File: config.mk
export PLATFORM = sky130hd
export DESIGN_NAME = led_matrix_scan_rx
export DESIGN_NICKNAME = d
export VERILOG_FILES = /design/src/rtl/led_scan_pkg.sv /design/src/rtl/seg7_decode.sv /design/src/rtl/led_matrix_scan_rx.sv
export SDC_FILE = /design/constraint.sdc
export NUM_CORES = 1
export LEC_CHECK = 0
export ABC_AREA = 1
export BUFFER_PORTS_ARGS = -buffer_cell sky130_fd_sc_hd__buf_4
export CAP_MARGIN = 10
export CORE_MARGIN = 1
export CORE_UTILIZATION = 44
export CTS_CLUSTER_SIZE = 24
export DETAILED_ROUTE_END_ITERATION = 7
export GPL_TIMING_DRIVEN = 0
export PLACE_DENSITY = 0.6
export REMOVE_ABC_BUFFERS = 1
export SYNTH_ARGS = -nofsm -noshare
export SYNTH_HDL_FRONTEND = slang
export SYNTH_HIERARCHICAL = 1
export SYNTH_SLANG_ARGS = --single-unit
File: constraint.sdc
create_clock -name CLK -period 20.1 [get_ports CLK]
set_clock_uncertainty 0.1 [all_clocks]
set_input_delay 2.01 -clock CLK [delete_from_list [all_inputs] [get_ports CLK]]
set_output_delay 2.01 -clock CLK [all_outputs]
set_load 0.02 [all_outputs]
File: src/rtl/led_scan_pkg.sv
`default_nettype none
// ============================================================================
//  Module   : led_scan_pkg
//  Purpose  : Shared types and constants for the LED matrix scan receiver.
//             Holds the frame-assembly state enum, the row/column widths and
//             the active-low 7-segment codes {A..G} for digits 0..9.
//  Revision : 1.0 - initial release
// ============================================================================
package led_scan_pkg;

    localparam int ROW_W = 3;
    localparam int COL_W = 8;

    typedef enum logic [0:0] {
        HUNT    = 1'b0,
        COLLECT = 1'b1
    } scan_state_t;

    // Segment order {A,B,C,D,E,F,G}, 0 = segment lit
    localparam logic [6:0] SEG_0 = 7'b0000001;
    localparam logic [6:0] SEG_1 = 7'b1001111;
    localparam logic [6:0] SEG_2 = 7'b0010010;
    localparam logic [6:0] SEG_3 = 7'b0000110;
    localparam logic [6:0] SEG_4 = 7'b1001100;
    localparam logic [6:0] SEG_5 = 7'b0100100;
    localparam logic [6:0] SEG_6 = 7'b0100000;
    localparam logic [6:0] SEG_7 = 7'b0001111;
    localparam logic [6:0] SEG_8 = 7'b0000000;
    localparam logic [6:0] SEG_9 = 7'b0000100;

endpackage
`default_nettype wire

File: src/rtl/seg7_decode.sv
`default_nettype none
// ============================================================================
//  Module   : seg7_decode
//  Purpose  : Combinational active-low 7-segment pattern to BCD decoder.
//  Ports    : seg   in  7  segment pattern {A..G}, 0 = lit
//             valid out 1  pattern matched a known digit
//             bcd   out 4  decoded digit (4'hF when not valid)
//  Revision : 1.0 - initial release
// ============================================================================
module seg7_decode
    import led_scan_pkg::*;
(
    input  logic [6:0] seg,
    output logic       valid,
    output logic [3:0] bcd
);

    always_comb begin
        valid = 1'b1;
        bcd   = 4'hF;
        case (seg)
            SEG_0:   bcd = 4'd0;
            SEG_1:   bcd = 4'd1;
            SEG_2:   bcd = 4'd2;
            SEG_3:   bcd = 4'd3;
            SEG_4:   bcd = 4'd4;
            SEG_5:   bcd = 4'd5;
            SEG_6:   bcd = 4'd6;
            SEG_7:   bcd = 4'd7;
            SEG_8:   bcd = 4'd8;
            SEG_9:   bcd = 4'd9;
            default: valid = 1'b0;
        endcase
    end

endmodule
`default_nettype wire

File: src/rtl/led_matrix_scan_rx.sv
`default_nettype none
// ============================================================================
//  Module   : led_matrix_scan_rx
//  Purpose  : Samples a multiplexed 8x8 RGB matrix scan (row select COMM,
//             active-low DATA_R/G/B, EN), rebuilds complete frames in a
//             shadow buffer and commits them to a host-readable buffer.
//  Ports    : CLK, clear (sync active-high reset)
//             COMM/EN/DATA_R/G/B  scan inputs (asynchronous to CLK)
//             d7_1/COMM_CLK       7-seg score inputs (SEG7_DECODE_EN only)
//             rd_row -> rd_R/G/B  registered read of committed frame
//             frame_valid, frame_cnt, scan_err, stale, digit0/1, digit_err
//  Config   : `define SEG7_DECODE_EN to build the 7-segment score decoder;
//             otherwise digit0/digit1/digit_err are tied to 0.
//  Revision : 1.0 - initial release
// ============================================================================
module led_matrix_scan_rx
    import led_scan_pkg::*;
#(
    parameter int SETTLE  = 4,
    parameter int TIMEOUT = 65535
) (
    input  logic             CLK,
    input  logic             clear,
    input  logic [ROW_W-1:0] COMM,
    input  logic             EN,
    input  logic [COL_W-1:0] DATA_R,
    input  logic [COL_W-1:0] DATA_G,
    input  logic [COL_W-1:0] DATA_B,
    input  logic [6:0]       d7_1,
    input  logic [1:0]       COMM_CLK,
    input  logic [ROW_W-1:0] rd_row,
    output logic [COL_W-1:0] rd_R,
    output logic [COL_W-1:0] rd_G,
    output logic [COL_W-1:0] rd_B,
    output logic             frame_valid,
    output logic [7:0]       frame_cnt,
    output logic             scan_err,
    output logic             stale,
    output logic [3:0]       digit0,
    output logic [3:0]       digit1,
    output logic             digit_err
);

    localparam logic [7:0]       C_SETTLE  = 8'(SETTLE);
    localparam logic [7:0]       C_SET_M1  = 8'(SETTLE - 1);
    localparam logic [15:0]      C_TIMEOUT = 16'(TIMEOUT);
    localparam logic [ROW_W-1:0] C_LAST    = ROW_W'(7);

    // ---------------- input synchronizers ----------------
    logic [ROW_W-1:0] r_comm_m, r_comm_s;
    logic             r_en_m, r_en_s;
    logic [COL_W-1:0] r_dr_m, r_dr_s, r_dg_m, r_dg_s, r_db_m, r_db_s;

    always_ff @(posedge CLK) begin
        if (clear) begin
            r_comm_m <= '0; r_comm_s <= '0;
            r_en_m   <= 1'b0; r_en_s <= 1'b0;
            r_dr_m   <= '0; r_dr_s <= '0;
            r_dg_m   <= '0; r_dg_s <= '0;
            r_db_m   <= '0; r_db_s <= '0;
        end else begin
            r_comm_m <= COMM;   r_comm_s <= r_comm_m;
            r_en_m   <= EN;     r_en_s   <= r_en_m;
            r_dr_m   <= DATA_R; r_dr_s   <= r_dr_m;
            r_dg_m   <= DATA_G; r_dg_s   <= r_dg_m;
            r_db_m   <= DATA_B; r_db_s   <= r_db_m;
        end
    end

    // ---------------- dwell tracking ----------------
    logic [ROW_W-1:0] r_comm_prev;
    logic [7:0]       r_settle;
    logic             w_steady;
    logic             w_capture;

    assign w_steady  = r_en_s && (r_comm_s == r_comm_prev);
    // Fires only on the transition to SETTLE; the counter then saturates,
    // so each dwell yields exactly one capture.
    assign w_capture = w_steady && (r_settle == C_SET_M1);

    always_ff @(posedge CLK) begin
        if (clear) begin
            r_comm_prev <= '0;
            r_settle    <= '0;
        end else begin
            r_comm_prev <= r_comm_s;
            if (!w_steady)
                r_settle <= '0;
            else if (r_settle != C_SETTLE)
                r_settle <= r_settle + 8'd1;
        end
    end

    // ---------------- frame assembly FSM ----------------
    scan_state_t      r_state, w_state_nx;
    logic [ROW_W-1:0] r_expected, w_expected_nx;
    logic             w_shadow_we, w_commit, w_set_err;

    always_ff @(posedge CLK) begin
        if (clear) begin
            r_state    <= HUNT;
            r_expected <= '0;
        end else begin
            r_state    <= w_state_nx;
            r_expected <= w_expected_nx;
        end
    end

    always_comb begin
        w_state_nx    = r_state;
        w_expected_nx = r_expected;
        w_shadow_we   = 1'b0;
        w_commit      = 1'b0;
        w_set_err     = 1'b0;
        if (w_capture) begin
            case (r_state)
                HUNT: begin
                    if (r_comm_s == '0) begin
                        w_shadow_we   = 1'b1;
                        w_expected_nx = ROW_W'(1);
                        w_state_nx    = COLLECT;
                    end
                end
                COLLECT: begin
                    if (r_comm_s == r_expected) begin
                        w_shadow_we = 1'b1;
                        if (r_comm_s == C_LAST) begin
                            w_commit   = 1'b1;
                            w_state_nx = HUNT;
                        end else begin
                            w_expected_nx = r_expected + ROW_W'(1);
                        end
                    end else begin
                        w_set_err = 1'b1;
                        // An out-of-order row 0 restarts a frame immediately
                        if (r_comm_s == '0) begin
                            w_shadow_we   = 1'b1;
                            w_expected_nx = ROW_W'(1);
                            w_state_nx    = COLLECT;
                        end else begin
                            w_state_nx = HUNT;
                        end
                    end
                end
                default: w_state_nx = HUNT;
            endcase
        end
    end

    // ---------------- shadow / committed buffers ----------------
    logic [COL_W-1:0] r_sh_r [8], r_sh_g [8], r_sh_b [8];
    logic [COL_W-1:0] r_cm_r [8], r_cm_g [8], r_cm_b [8];

    always_ff @(posedge CLK) begin
        if (clear) begin
            for (int i = 0; i < 8; i++) begin
                r_sh_r[i] <= '0; r_sh_g[i] <= '0; r_sh_b[i] <= '0;
                r_cm_r[i] <= '0; r_cm_g[i] <= '0; r_cm_b[i] <= '0;
            end
            frame_valid <= 1'b0;
            frame_cnt   <= '0;
            scan_err    <= 1'b0;
            rd_R        <= '0;
            rd_G        <= '0;
            rd_B        <= '0;
        end else begin
            if (w_shadow_we) begin
                r_sh_r[r_comm_s] <= ~r_dr_s;
                r_sh_g[r_comm_s] <= ~r_dg_s;
                r_sh_b[r_comm_s] <= ~r_db_s;
            end
            // Row 7 lands in the shadow on this same edge, so take it
            // straight from the capture data rather than the shadow.
            if (w_commit) begin
                for (int i = 0; i < 7; i++) begin
                    r_cm_r[i] <= r_sh_r[i];
                    r_cm_g[i] <= r_sh_g[i];
                    r_cm_b[i] <= r_sh_b[i];
                end
                r_cm_r[7] <= ~r_dr_s;
                r_cm_g[7] <= ~r_dg_s;
                r_cm_b[7] <= ~r_db_s;
            end
            frame_valid <= w_commit;
            frame_cnt   <= frame_cnt + {7'd0, w_commit};
            scan_err    <= scan_err | w_set_err;
            rd_R        <= r_cm_r[rd_row];
            rd_G        <= r_cm_g[rd_row];
            rd_B        <= r_cm_b[rd_row];
        end
    end

    // ---------------- stale detection ----------------
    logic [15:0] r_stale_cnt;

    always_ff @(posedge CLK) begin
        if (clear)
            r_stale_cnt <= '0;
        else if (w_capture)
            r_stale_cnt <= '0;
        else if (r_stale_cnt != C_TIMEOUT)
            r_stale_cnt <= r_stale_cnt + 16'd1;
    end

    assign stale = (r_stale_cnt == C_TIMEOUT);

    // ---------------- optional 7-segment score decoder ----------------
`ifdef SEG7_DECODE_EN
    logic [6:0] r_seg_m, r_seg_s;
    logic [1:0] r_dsel_m, r_dsel_s;
    logic [8:0] r_sd_prev;
    logic [7:0] r_seg_settle;
    logic       w_seg_steady, w_seg_cap;
    logic       w_dec_valid;
    logic [3:0] w_dec_bcd;

    seg7_decode u_seg7_decode (
        .seg   (r_seg_s),
        .valid (w_dec_valid),
        .bcd   (w_dec_bcd)
    );

    assign w_seg_steady = ({r_dsel_s, r_seg_s} == r_sd_prev);
    assign w_seg_cap    = w_seg_steady && (r_seg_settle == C_SET_M1);

    always_ff @(posedge CLK) begin
        if (clear) begin
            r_seg_m      <= '0; r_seg_s  <= '0;
            r_dsel_m     <= '0; r_dsel_s <= '0;
            r_sd_prev    <= '0;
            r_seg_settle <= '0;
            digit0       <= '0;
            digit1       <= '0;
            digit_err    <= 1'b0;
        end else begin
            r_seg_m   <= d7_1;     r_seg_s  <= r_seg_m;
            r_dsel_m  <= COMM_CLK; r_dsel_s <= r_dsel_m;
            r_sd_prev <= {r_dsel_s, r_seg_s};
            if (!w_seg_steady)
                r_seg_settle <= '0;
            else if (r_seg_settle != C_SETTLE)
                r_seg_settle <= r_seg_settle + 8'd1;
            if (w_seg_cap && (r_dsel_s == 2'b10 || r_dsel_s == 2'b01)) begin
                if (r_dsel_s == 2'b10)
                    digit0 <= w_dec_bcd;
                else
                    digit1 <= w_dec_bcd;
                digit_err <= digit_err | ~w_dec_valid;
            end
        end
    end
`else
    logic w_unused_seg;
    assign w_unused_seg = ^{d7_1, COMM_CLK};
    assign digit0       = '0;
    assign digit1       = '0;
    assign digit_err    = 1'b0;
`endif

endmodule
`default_nettype wire
==> flow_summary_export.csv <==
group,metric,value,unit
setup_path,crit_chain,"buf_6 > buf_16 > nor2_1 > nand3_4 > nand2_2",
final_layout,final_nets,1899,
pwr,p_sw_frac,0.216,
timing,fmax,215,MHz
pwr,seqPwrFrac,0.521,
yosys,yosysWarnings,6,
timing,fin_ws,15.45,ns
final_layout,antenna_cells,0,
global_route,grt_use_total,0.189,
setup_path,worst_setup_path_start_kind,"input port",
pwr,vdd.ir_drop.worst,59.6,uV
timing,setup_viol,0,
floorplan,chipWidth,212,um
setup_path,cp_slowest_cell,"nand2_2",
pwr,p_int,1.68,mW
timing,relSlewSlack,0.215,
yosys,syn_area,19300,um2
placed_design,placed_area,20500,um2
pwr,comb_power_share,0.047,
routing,vias,11900,
setup_path,worstSetupPathType,"input port to register",
final_layout,drive_gt1_frac,0.150,
clocking,postCtsSetupRepairBufs,0,
routing,drc,0,
clocking,cts_resized,0,
floorplan,initial_core_util,0.448,
clocking,cts.sinks,481,
timing,slew_viol_final,0,
clocking,h-tree-depth,2,
yosys,ys_seq_area_frac,0.685,
final_layout,final_common_cell,"nor2_1",
worst_hold_path,min-delay-path-class,"register to register",
setup_path,setup.worst_path.start,"clear",
setup_path,crit_path_max_incr_delay,0.96,ns
routing,drtPass1Iterations,5,
yosys,syn_area_per_cell,10.6,um2
placed_design,gp_congestion,0.748,
final_layout,area_delta_synth_final,14.4,%
final_layout,fill_cells,3868,
pwr,p_switching,0.462,mW
placed_design,hpwl,21.1,mm
yosys,postSynth.asyncResetShare,0,
pwr,p_leak,8.88,nW
clocking,cts_buffer_depth,3,
routing,drtIter0Drc,710,
pwr,powerDensity,96.9,nW/um2
setup_path,timing.rr.start,"r_settle[0]",
floorplan,die_area,44800,um2
timing,tightest_slew,1.18,ns
timing,fin_crit,4.65,ns
placed_design,post-place-ws,14.77,ns
clocking,cts_tree,"built",
clocking,postCtsHoldBufs,0,
final_layout,seqCellArea,13200,um2
yosys,synthCells,1824,
yosys,synth.distinct_cells,29,
setup_path,worst_ep_arrival_time,4.75,ns
clocking,cts_root_buffer,"clkbuf_16",
yosys,synth-edff-count,360,
clocking,clk_pin_slew,0.06,ns
pwr,clock_power_share,0.431,
final_layout,multiInputGateArea,4520,um2
placed_design,port_buffers,67,
final_layout,fin_area,22100,um2
floorplan,ioPinCount,86,
setup_path,end_kind,"register",
routing,avgViaCountPerCell,4.82,
setup_path,worst_ep_required_time,20.19,ns
yosys,synth_ff_type,"edfxtp_1",
clocking,worstSkewPairLatency,0.57,ns
global_route,grt_max_degree,98,
worst_hold_path,min-delay-start,"r_dr_m[3]",
global_route,grt_pass1_wl,63.7,mm
job,cap_viol_max_count,0,
final_layout,most-common-layout-cells,"490 x nor2_1, 360 x edfxtp_1, 267 x inv_1",
timing,rsz0062_at_grt,"false",
floorplan,fp.coreArea,43200,um2
floorplan,fp.dieH,212,um
setup_path,critPathTopFamily,"simple AND/OR/NAND/NOR gates",
timing,hold_violations,0,
yosys,ys_ff_latch,481,
setup_path,crit_buf_inv,2,
setup_path,critPathMaxFanout,77,
routing,wl,40.9,mm
floorplan,num_rows,76,
clocking,cts_buffers,51,
global_route,overflow,0,
pwr,power,2.14,mW
routing,avgRoutedWirePerCell,16.5,um
global_route,antenna_found_initial,0,
run_status,status,"finished, final reports clean",
global_route,grt_pass1_vias,11700,
timing,finalCritPeriodShare,0.231,
routing,ant_nets,0,
==> sequential cells by signal, summed over array words and instances, names as in the netlist, 8 cells and up <==
name and cells:
r_sh_r 56, r_db_s 8, r_sh_g 56, r_cm_r 64, r_dr_s 8, r_dg_m 8
r_dr_m 8, r_cm_b 64, r_settle 8, r_stale_cnt 16, frame_cnt 8, rd_B 8
r_db_m 8, rd_G 8, rd_R 8, r_dg_s 8, r_sh_b 56, r_cm_g 64
==> per-layer routing <==
metal,wire [um],part of all wire,vias to the layer above,global-route usage
li1,-,-,5911,-
met1,17800,0.43,5708,0.239
met2,20200,0.50,255,0.331
met3,2030,0.050,63,0.0280
met4,833,0.020,0,0.0590
met5,0,0,-,0
==> cells by family (layout without fill, tap and decap cells) <==
kind of cell | Yosys count | count (layout) | synth area share
compound gates | 202 | 202 | 0.0568
xor+xnor | 11 | 11 | 0.00499
fa+ha+maj | 6 | 6 | 0.00389
buf+inv | 393 | 453 | 0.0851
flops | 481 | 481 | 0.685
other cells | 1 | 9 | 0.000194
simple gates | 730 | 730 | 0.164
==> path summary, 6_finish.rpt <==
path / cells past startpoint / slack [ns] / endpoint
max reg2reg: 9 / 16.43 / r_sh_r[2][6]
max: 5 / 15.45 / r_sh_r[2][6]
min reg2reg: 2 / 0.30 / r_dr_s[3]
min: 2 / 0.30 / r_dr_s[3]
==> per-stage QoR <==
step           hold slack, ns   util  cells  TNS (ns)
6_report                0.295  0.512   2477         0
4_1_cts                 0.294  0.512   2477         0
3_3_place_gp            0.294  0.463   2365   -257.42
3_5_place_dp            0.292  0.474   2383         0
5_1_grt                 0.312  0.512   2477         0
2_1_floorplan           0.288      -   1713         0
==> power groups by stage <==
| stage | sequential (mW) | clock, mW | combinational (mW) |
|---|---|---|---|
| finish | 1.12 | 0.924 | 0.102 |
| detailed placement | 1.14 | 0 | 0.103 |
| CTS | 1.12 | 0.946 | 0.104 |
| global route | 1.12 | 0.982 | 0.113 |
| global placement | 1.15 | 0 | 0.0931 |
| floorplan | 1.15 | 0 | 0.0468 |
==> layout make-up <==
| class | instances | area share |
|---|---|---|
| clock buffers | 73 | 0.0682 |
| flip-flops and latches | 481 | 0.598 |
| clock inverters | 21 | 0.00685 |
| inverters | 274 | 0.0466 |
| well taps | 585 | 0.0331 |
| repair buffers | 85 | 0.0426 |
| multi-input cells | 958 | 0.204 |
==> worst register-to-register path, delay by kind of cell (launching register included) <==
family	cells	cell delay (ns)
simple gates	6	2.10
compound gates	1	0.41
flops	1	0.39
fa+ha+maj	1	0.23
buf+inv	1	0.05
==> cells in the mapped netlist, types with 2 or more instances <==
cell      instances  area (um2)
nor2_1          490        1840
edfxtp_1        360       10800
inv_1           271        1020
o21ai_0         130         651
dfxtp_1         121        2420
nor2_2           95         594
nand2_1          75         282
clkbuf_1         66         248
a31oi_1          32         200
nor3_1           30         150
buf_1            26        97.6
o22ai_1          24         150
buf_6            18         203
nand3_1          17        85.1
a21oi_1          13        65.1
buf_4             9        67.6
nand4_1           8        50.1
xor2_1            8        70.1
or2_2             7        43.8
ha_1              6        75.1
nand3_4           5        87.6
inv_2             3        11.3
xnor2_1           3        26.3
nand3_2           2        20.0
(Power assumes the default switching activity.)
